<file path="config.mk">
export PLATFORM = sky130hd
export DESIGN_NAME = alu_wb_stage
export DESIGN_NICKNAME = d
export VERILOG_FILES = /design/src/rtl/alu_wb_stage.sv
export SDC_FILE = /design/constraint.sdc
export NUM_CORES = 1
export LEC_CHECK = 0
export CORE_ASPECT_RATIO = 0.75
export CORE_UTILIZATION = 30
export CTS_CLUSTER_SIZE = 25
export DETAILED_ROUTE_END_ITERATION = 10
export GPL_TIMING_DRIVEN = 0
export SLEW_MARGIN = 20
export SYNTH_ARGS = -nofsm -noshare
export SYNTH_HDL_FRONTEND = slang
export SYNTH_SLANG_ARGS = --single-unit
export TNS_END_PERCENT = 100
</file>
<file path="constraint.sdc">
create_clock -name clk -period 2.7 [get_ports clk]
set_input_delay 0.54 -clock clk [delete_from_list [all_inputs] [get_ports clk]]
set_output_delay 0.54 -clock clk [all_outputs]
set_load 0.05 [all_outputs]
</file>
<file path="src/rtl/alu_wb_stage.sv">
// rtl/alu_wb_stage.sv - ALU write-back stage: flag register plus register-write queue
// Optional operand forwarding from queued writes: define ALU_WB_FWD_EN.
module alu_wb_stage #(
  parameter int WIDTH = 32,
  parameter int RW    = 4,
  parameter int DEPTH = 2
) (
  input  logic                     clk,
  input  logic                     reset_n,
  input  logic                     in_valid,
  output logic                     in_ready,
  input  logic [RW-1:0]            in_rd,
  input  logic [WIDTH-1:0]         in_res,
  input  logic [WIDTH-1:0]         in_fo,
  input  logic                     in_wb_en,
  input  logic                     in_flag_en,
  output logic [WIDTH-1:0]         flags_q,
  output logic                     rf_we,
  output logic [RW-1:0]            rf_wa,
  output logic [WIDTH-1:0]         rf_wd,
  input  logic                     rf_ack,
  input  logic [RW-1:0]            fwd_ra,
  output logic                     fwd_hit,
  output logic [WIDTH-1:0]         fwd_data,
  output logic [$clog2(DEPTH):0]   q_count
);

  localparam int PW = $clog2(DEPTH);
  localparam int CW = PW + 1;

  logic [RW-1:0]    addr_mem [DEPTH];
  logic [WIDTH-1:0] data_mem [DEPTH];
  logic [PW-1:0]    wr_ptr;
  logic [PW-1:0]    rd_ptr;
  logic             accept;
  logic             push;
  logic             pop;

  // Readiness looks only at occupancy, so a full queue never accepts even when popping.
  assign in_ready = (q_count < CW'(DEPTH));
  assign accept   = in_valid & in_ready;
  assign push     = accept & in_wb_en;
  assign rf_we    = (q_count != '0);
  assign pop      = rf_we & rf_ack;
  assign rf_wa    = addr_mem[rd_ptr];
  assign rf_wd    = data_mem[rd_ptr];

  always_ff @(posedge clk or negedge reset_n) begin
    if (!reset_n) begin
      wr_ptr  <= '0;
      rd_ptr  <= '0;
      q_count <= '0;
      flags_q <= '0;
      for (int i = 0; i < DEPTH; i++) begin
        addr_mem[i] <= '0;
        data_mem[i] <= '0;
      end
    end else begin
      if (accept && in_flag_en) begin
        flags_q <= in_fo;
      end
      if (push) begin
        addr_mem[wr_ptr] <= in_rd;
        data_mem[wr_ptr] <= in_res;
        wr_ptr           <= wr_ptr + 1'b1;
      end
      if (pop) begin
        rd_ptr <= rd_ptr + 1'b1;
      end
      q_count <= q_count + CW'(push) - CW'(pop);
    end
  end

`ifdef ALU_WB_FWD_EN
  logic [PW-1:0] idx;

  // Scan oldest to youngest so the last match seen is the youngest pending write.
  always_comb begin
    fwd_hit  = 1'b0;
    fwd_data = '0;
    idx      = '0;
    for (int i = 0; i < DEPTH; i++) begin
      idx = rd_ptr + PW'(i);
      if ((CW'(i) < q_count) && (addr_mem[idx] == fwd_ra)) begin
        fwd_hit  = 1'b1;
        fwd_data = data_mem[idx];
      end
    end
  end
`else
  logic unused_fwd_ra;

  assign unused_fwd_ra = ^fwd_ra;
  assign fwd_hit       = 1'b0;
  assign fwd_data      = '0;
`endif

endmodule
</file>
Word-level counts from Yosys, hierarchy flattened
Index checks and enable logic that the tools add are counted.
- $mul: 0
- bitwise logic cells: 5
- order comparisons: 4
- shift operators: 0
- divide/modulo/power cells: 0
- equality and inequality tests: 0
- mux-type cells: 12
- add/subtract/negate cells: 4
- reductions and logical operators: 3
- operators with widths (kind ; count):
    2-to-1 mux 32 bit ; 4
    bitwise mux 64 bit ; 1
    demux 32 bit (select 1 bit) ; 1
    2-to-1 mux 4 bit ; 4
    bitwise mux 8 bit ; 1
    demux 4 bit (select 1 bit) ; 1
    >= comparator 2 bit (second input constant) ; 2
    NOT 1 -> 2 bit ; 2
    bitwise AND 1 bit ; 3
    adder 1 bit (second input constant) ; 2
    adder 2 x 1 -> 2 bit ; 1
    logical AND 1 bit ; 2
    less-than comparator 2 x 1 -> 1 bit (second input constant) ; 1
    less-than comparator 2 bit (second input constant) ; 1
    nonzero test 2 bit ; 1
    subtractor 2 x 1 -> 2 bit ; 1
- bits in registers: 108
- memories: 0
- ROM bits: 0
- latch bits: 0
- bits in writable memories: 0
- output and inout bits: 105

Depth between registers and ports, before layout
Gate-level depths: netlist (run 1).
- depth after elaboration: 6
- depth in mapped cells: 5
- mapped depth without buffers: 5

Worst setup path after synthesis (run 1)
No wires, ideal clock.
- kind: reg2reg
- start point: reg q_count[1]
- end point: reg flags_q[0]
- library setup time: 0.125 ns
- cell stages (with the launch flop): 5
- setup slack: 0.690 ns
- data arrival time: 1.885 ns
- buffers on the path: 1
- clock period less this slack: 2.010 ns
- data required time: 2.575 ns
- cells stage by stage: dfrtp_1 > inv_1 > nand3_1 > buf_2 > mux2_2
- word-level cells in the longest chain between the ends: 3
- RTL lines (item ; RTL line ; source):
    from (decl) ; 25 ; output logic [$clog2(DEPTH):0] q_count
    from (signal assigned) ; 70 ; q_count <= q_count + CW'(push) - CW'(pop);
    less-than comparator 2 bit ; 40 ; assign in_ready = (q_count < CW'(DEPTH));
    via in_ready ; 11 ; output logic in_ready,
    bitwise AND 1 bit ; 41 ; assign accept = in_valid & in_ready;
    logical AND 1 bit ; 59 ; if (accept && in_flag_en) begin
    to (signal assigned) ; 60 ; flags_q <= in_fo;
    to (decl) ; 17 ; output logic [WIDTH-1:0] flags_q,
The timed path passes the listed nets, and every way through them passes these cells.
A chain may end at the register's enable or synchronous reset.

Worst setup path in the final report (run 1)
- start point: reg rd_ptr
- end point: out rf_wd[1]
- word-level cells in the longest chain between the ends: 4
- RTL lines (item ; RTL line ; source):
    from (decl) ; 34 ; logic [PW-1:0] rd_ptr;
    from (signal assigned) ; 68 ; rd_ptr <= rd_ptr + 1'b1;
    NOT 1 -> 2 bit (not written as such) ; 46 ; assign rf_wd = data_mem[rd_ptr];
    2-to-1 mux 32 bit (not written as such) (3 in series) ; 46 ;
    to (decl) ; 20 ; output logic [WIDTH-1:0] rf_wd,
No other way between the ends. The select of a mux whose other input is x is not followed.

==> impl_results.md, run 1 <==
- Pleak: 3.03 nW
- WP data arrival: 2.03 ns
- Sinks on Clock Net: 108
- PnR worst setup slack: 0.131 ns
- Area delta synth->final: 44.3%
- GP Congestion: 0.687
- Overall Global Routing Usage: 0.133
- Drt pass-1 iters: 3
- Minimum clock period: 2.57 ns
- Clock slew at reported path FFs: 0.07 ns
- Avg Cell Area, Syn: 15.2 um^2
- Core area: 0.0154 mm^2
- CTS Root Buffer Type: clkbuf_16
- Most common cell after layout, fill and taps aside: mux2_2
- Htree depth: 3
- Number of hold buffers added after cts: 0
- Total wire length: 10.4 mm
- Warnings, synthesis: 0
- # setup viols final: 0
- Sum Neg Setup Slack: 0 ns
- First-pass GRT wire length: 17.0 mm
- Hold slack: 0.109 ns
- Die span in x: 148 um
- Ant. Diodes: 0
- Part of the Yosys area used for sequential elements: 0.567
- Synth cell types: 21
- Mapped Cells: 313
- Drt drc: 0
- Clk_lat worst skew: 0.34 ns
- Synth Cell Area: 0.00476 mm^2
- Vias in the first global route: 3,323
- # rows: 39
- Critical path startpoint category: flop
- Drt wl/cell: 14.6 um
- RSZ-0062 raised after global routing: false
- Fin crit share: 0.951
- Critical-path top delay cell: dlygate4sd2_1
- PD cells: 1410 mW/mm^2
- Largest stage delay, worst path: 0.44 ns
- Starting Density: 0.310
- Post-route ant nets: 0
- Critical path endpoint category: primary output
- Worst slew margin: 0.632
- Least-Margin Pin Slew: 0.555 ns
- Fmax: 389 MHz
- Final net count: 581
- Worst slack at placement: 0.136 ns
- Flop2flop setup slack: 0.95 ns
- Final non-filler cell total: 712
- Hold Path Class: in2async
- Worst endpoint required time: 2.16 ns
- Commonest non-fill, non-tap cells in the layout: mux2_2 (136), clkdlybuf4s50_1 (115), dfrtp_1 (108)
- I/O Buffers: 145
- VDD IR-drop max: 0.000806 V
- Worst Skew: 0.00513 ns
- CTS max path bufs: 2
- Io pins: 183
- Status: complete, no violations
- Num CTS Buffers: 9
- Fin area: 0.00688 mm^2
- Postcts setup bufs: 0
- Die H: 111 um
- Crit Path Class: reg2out
- Final core occ: 0.447
- Detail Placement HPWL: 7.58 mm
- Overall power: 9.66 mW
- Critical path, cell by cell: buf_2 > clkbuf_4 > mux2_2 > dlygate4sd2_1
- Synth Register Bits: 108
- Share of layout cells above drive strength 1: 0.402
- Largest net degree at the start of global routing: 65
- DR vias: 3,032
- Number of cells after detailed placement: 696
- Hold Vio Cnt, Final: 0
- DR iter-0 viols: 38
- CTS tree: done
- Placed cell area: 0.00662 mm^2
- Max-slew violations: 0
- Initial antenna violation count: 0
- Total Die Area: 0.0164 mm^2
- Vias per cell: 4.26
- Critical path fanouts, max: 10
- Total grt overflow: 0
- Number of max-cap violations: 0
==> routing by layer <==
metal	global-route usage	share of wire
met1	0.164	0.44
met5	0	0
met3	0.0539	0.085
met4	0.0351	0.010
met2	0.215	0.47
==> path summary, 6_finish.rpt <==
check,startpoint,to,cells past startpoint
min in group clk,data_mem[40],data_mem[40],1
max in group asynchronous,reset_n,data_mem[59],2
min reg2reg,data_mem[40],data_mem[40],1
max,rd_ptr,rf_wd[1],4
min,reset_n,flags_q[29],1
max reg2reg,q_count[1],data_mem[49],4
==> flip-flops by register name (all words and copies together) (netlist names) <==
register,flops
rd_ptr,1
addr_mem,8
wr_ptr,1
flags_q,32
data_mem,64
q_count,2
==> Yosys cell counts (all sizes together) <==
library cell    n  area [um^2]
mux2          140         1580
dfrtp         108         2700
buf            46          343
xnor2           3         26.3
inv             2         7.51
nand2           2         7.51
a21oi           1         5.00
a31oi           1         6.26
and2            1         6.26
conb            1         3.75
ha              1         12.5
nand3           1         5.00
nand3b          1         11.3
nand4           1         21.3
nor2            1         11.3
nor2b           1         6.26
o22ai           1         6.26
or2             1         6.26
==> what timing repair did <==
action / CTS / global route
gates resized for setup: 29 / 2
setup endpoints to repair: 29 / 19
pin swaps: 0 / 0
==> where the power goes <==
| group | total [mW] | switching, mW | internal [mW] |
|---|---|---|---|
| combinational | 5.59 | 3.48 | 2.11 |
| clock | 1.25 | 0.592 | 0.658 |
| sequential | 2.82 | 0.391 | 2.43 |
==> cell families (layout without fill, tap and decap cells) <==
family	Yosys count	in the layout	synth area share
compound gates	3	3	0.00368
xor+xnor	3	3	0.00552
fa+ha+maj	1	1	0.00263
buf+inv	48	210	0.0735
flops	108	108	0.567
mux	140	140	0.331
other cells	1	33	0.000787
simple gates	9	9	0.0158
==> final cells by class <==
| type | instances | area [um^2] |
|---|---|---|
| Buffer | 46 | 348 |
| Clock buffer | 10 | 239 |
| Clock inverter | 6 | 46.3 |
| Fill cell | 1422 | 8500 |
| Inverter | 2 | 7.51 |
| Multi-Input combinational cell | 189 | 1830 |
| Sequential cell | 108 | 2700 |
| Tap cell | 205 | 256 |
| Timing Repair Buffer | 146 | 1440 |
==> critical path, delay by kind of cell (launching register included) <==
family | cells | cell delay (ns)
buffers and inverters | 3 | 1.02
DFF | 1 | 0.32
muxes | 1 | 0.35
(Power assumes the default switching activity.)
==> run 2: changes to the inputs <==
--- a/config.mk
+++ b/config.mk
@@ -5,6 +5,7 @@
 export SDC_FILE = /design/constraint.sdc
 export NUM_CORES = 1
 export LEC_CHECK = 0
+export ABC_CLOCK_PERIOD_IN_PS = 2700
 export CORE_ASPECT_RATIO = 0.75
 export CORE_UTILIZATION = 30
 export CTS_CLUSTER_SIZE = 25
==> results of run 2 <==
The final DEF is identical to that of run 1; final timing and power are the same.
==> variant 1 (config.mk and constraints of run 1) <==
Put one more register stage on the output `flags_q`, with the module's reset. The value now appears one clock later. The other outputs are not delayed to match.
--- a/src/rtl/alu_wb_stage.sv
+++ b/src/rtl/alu_wb_stage.sv
@@ -28,6 +28,8 @@
   localparam int PW = $clog2(DEPTH);
   localparam int CW = PW + 1;
 
+  logic [WIDTH-1:0] flags_q_s0;
+
   logic [RW-1:0]    addr_mem [DEPTH];
   logic [WIDTH-1:0] data_mem [DEPTH];
   logic [PW-1:0]    wr_ptr;
@@ -50,14 +52,14 @@
       wr_ptr  <= '0;
       rd_ptr  <= '0;
       q_count <= '0;
-      flags_q <= '0;
+      flags_q_s0 <= '0;
       for (int i = 0; i < DEPTH; i++) begin
         addr_mem[i] <= '0;
         data_mem[i] <= '0;
       end
     end else begin
       if (accept && in_flag_en) begin
-        flags_q <= in_fo;
+        flags_q_s0 <= in_fo;
       end
       if (push) begin
         addr_mem[wr_ptr] <= in_rd;
@@ -95,4 +97,12 @@
   assign fwd_data      = '0;
 `endif
 
+  always_ff @(posedge clk or negedge reset_n) begin
+    if (!reset_n) begin
+      flags_q <= '0;
+    end else begin
+      flags_q <= flags_q_s0;
+    end
+  end
+
 endmodule
Check against the original RTL: not equivalent (Yosys sat finds a counterexample within 4 cycles, from zero or initial values and one cycle with reset_n low).
==> variant 1 against run 1 <==
Die area increased by 16%; synthesized area is 16% higher; power is 20% higher; sequential cell count increased by 32; wire length increased by 14%; setup slack got worse by 0.030 ns; cell area increased by 17%; core utilization rose by 0.16 points; critical endpoint is now rf_wa[2]; largest power group unchanged.
==> variant 1: results <==
[run_status]
status = completed

[layout]
regArea_um2 = 3500
buffers = 192
largestRegisters = data_mem (64), flags_q (32), flags_q_s0 (32)
multi_input_area_share_pct = 22.7
final-clk-cell-share_pct = 7.55
nonClkBufAreaFrac_pct = 22.1
layout-drive-gt1-share_pct = 38.6
multi_input_area_um2 = 1820
fillers = 1633
nClkBuffers = 20

[setup_path]
cpPeakStageDelay_ns = 0.74
r2r-end = data_mem[35]
worst-r2r-setup-slack_ns = 0.88
slowest_stage = clkdlybuf4s50_1
cp.arrival_ns = 2.06
critPathCapture = rf_wa[2]

[global_route]
grt_usage_pct = 13.2
grt_pass1_wl_um = 19100
grt_max_degree = 84
use_met1_pct = 15.9
use_met2_pct = 19.6
grt_use_met3_pct = 7.54

[clock_network]
clk_pin_slew_ns = 0.06
h-tree-depth = 4
cts.repair.resized = 30
clk_latency_ns = 0.41
numCtsBuffers = 17

[routing]
wl_met1_um = 5180
routed-wl-met3_um = 1270
drt_pass1_iterations = 4
vias = 3333
drtIter0Drc = 74
via_per_inst = 4.19
top_layer = met4
wl_met2_um = 5290

[sta]
hold_slack_ns = 0.0390
relSlewSlack_pct = 62.3
max_freq_mhz = 385
finClkSkew_ns = 0.00815

[synth]
synth_cell_types = 22
yosys-top-cells-area = dfrtp_1 (63%), mux2_2 (27%), buf_4 (4.9%), mux2_1 (1.4%), buf_2 (0.90%)
synth_common_cells = dfrtp_1 (140), mux2_2 (133), buf_4 (36)

[placed_design]
dp_hpwl_um = 8440
dpl.cell_count = 766
place.gp.congestion = 0.706
dpl-instance-area_um2 = 7450
dp_slack_ns = -0.179

[power]
peakVddDrop_mv = 0.685
cellLeakagePower_nw = 3.56
variant 1: changes by cell type in the layout (fill, tap and decap cells not counted), moves of 2 or more:
cell	before	now
clkbuf_16	9	17
mux2_1	4	7
bufinv_16	0	4
buf_4	33	36
clkbuf_1	0	3
mux2_2	136	133
buf_8	3	1
o21ai_0	0	2
clkinv_2	1	3
dfrtp_1	108	139
variant 1: cells by family (layout without fill, tap and decap cells):
group           after synthesis  after routing  synth area share, %
flops                       140            140                 63.2
simple gates                  8              8                 1.13
mux                         140            140                 28.5
xor+xnor                      2              2                0.316
buf+inv                      49            225                 5.99
compound gates                5              5                0.565
fa+ha+maj                     1              1                0.226
other cells                   1             33               0.0677
variant 1: where the power goes:
part / internal (W) / switching (W) / total (W)
Clock: 0.00154 / 0.000862 / 0.00240
Combinational: 0.00209 / 0.00348 / 0.00557
Sequential: 0.00314 / 0.000472 / 0.00361
==> variant 2 (settings of run 1) <==
Made on the original files. `DEPTH`: 2 -> 4.
--- a/src/rtl/alu_wb_stage.sv
+++ b/src/rtl/alu_wb_stage.sv
@@ -3,7 +3,7 @@
 module alu_wb_stage #(
   parameter int WIDTH = 32,
   parameter int RW    = 4,
-  parameter int DEPTH = 2
+  parameter int DEPTH = 4
 ) (
   input  logic                     clk,
   input  logic                     reset_n,
Ports: changed (resized q_count); port bits go from 183 to 184. No check against the original RTL was run, so the function may have changed too.
==> variant 2 against run 1 <==
Sequential cell count increased by 75; synthesized area increased by 78%; clock power increased by 100%; worst hold slack got worse by 0.00076 ns; wire length increased by 84%; setup slack got worse by 0.091 ns; power increased by 63%; cell area increased by 61%; critical path type unchanged; largest power group unchanged; highest routed layer unchanged.
==> variant 2: results <==
[run_status]
status = completed

[placed_design]
dpl.cell_count = 1038
place.gp.congestion = 0.724
dpl-instance-area_um2 = 10600
dp_slack_ns = -0.110
dp_hpwl_um = 13300

[routing]
vias = 4635
wl_met2_um = 9550
wl_per_cell_um = 17.9
routed-wl-met3_um = 789
wl_met1_um = 8660
drt_pass1_iterations = 4
via_per_inst = 4.34

[global_route]
grt_pass1_wl_um = 30900
use_met2_pct = 22.5
first_global_vias = 5258
use_met1_pct = 18.6
grt_max_degree = 94
grt_use_met3_pct = 3.88

[setup_path]
ff2ff_path_depth = 9
slowest_stage = mux4_2
r2r-end = q_count[2]
worst-r2r-setup-slack_ns = 0.53
cp.arrival_ns = 2.12
cpPeakStageDelay_ns = 0.53
rr_startpoint = q_count[2]

[synth]
synth-compound-area-share_pct = 0.206
synthMuxAreaShare_pct = 36.9
synth_cell_types = 20
synth_common_cells = dfrtp_1 (183), mux2_4 (90), mux2_2 (82)
synth_cells = 483
synthXorXnorAreaFrac_pct = 0.515
yosys-top-cells-area = dfrtp_1 (54%), mux2_4 (16%), mux2_2 (11%), mux4_2 (9.5%), buf_4 (3.4%)
ys_seq_area_share_pct = 53.8
synthAdderAreaFrac_pct = 1.12

[clock_network]
h-tree-depth = 4
numCtsBuffers = 17
clk_latency_ns = 0.43
cts_setup_buffers = 0
cts.repair.resized = 90

[layout]
layout-drive-gt1-share_pct = 46.7
finalNetCount = 764
fillers = 2501
stdcell_area_um2 = 11100
largestRegisters = data_mem (128), flags_q (32), addr_mem (16)

[sta]
finClkSkew_ns = 0.00743
worst_pin_slew_ns = 0.730
hold_slack_ns = 0.109

[power]
peakVddDrop_mv = 0.991
cellLeakagePower_nw = 5.26
variant 2: power breakdown:
group	total (W)	switching, W	internal [W]
combinational	0.00829	0.00471	0.00359
sequential	0.00489	0.000764	0.00412
clock	0.00256	0.00110	0.00146
total	0.0157	0.00657	0.00917
variant 2: cell type report:
cell class	count	area share (%)
repair buffers	145	12.4
multi-input cells	267	32.0
clock inverters	14	1.58
flip-flops and latches	183	41.2
inverters	6	0.203
plain buffers	59	4.47
well taps	378	4.26
clock buffers	17	3.83
variant 2: worst max path at each step:
stage	from	end	slack, ns	depth (start not counted)
2_1_floorplan	q_count[2]	q_count[2]	0.36	9
3_3_place_gp	reset_n	data_mem[38]	-6.14	1
3_5_place_dp	rd_ptr[0]	rf_wd[15]	-0.11	4
4_1_cts	rd_ptr[0]	rf_wd[15]	-0.13	4
5_1_grt	rd_ptr[0]	rf_wd[12]	-0.09	4
6_report	rd_ptr[0]	rf_wd[23]	0.04	4
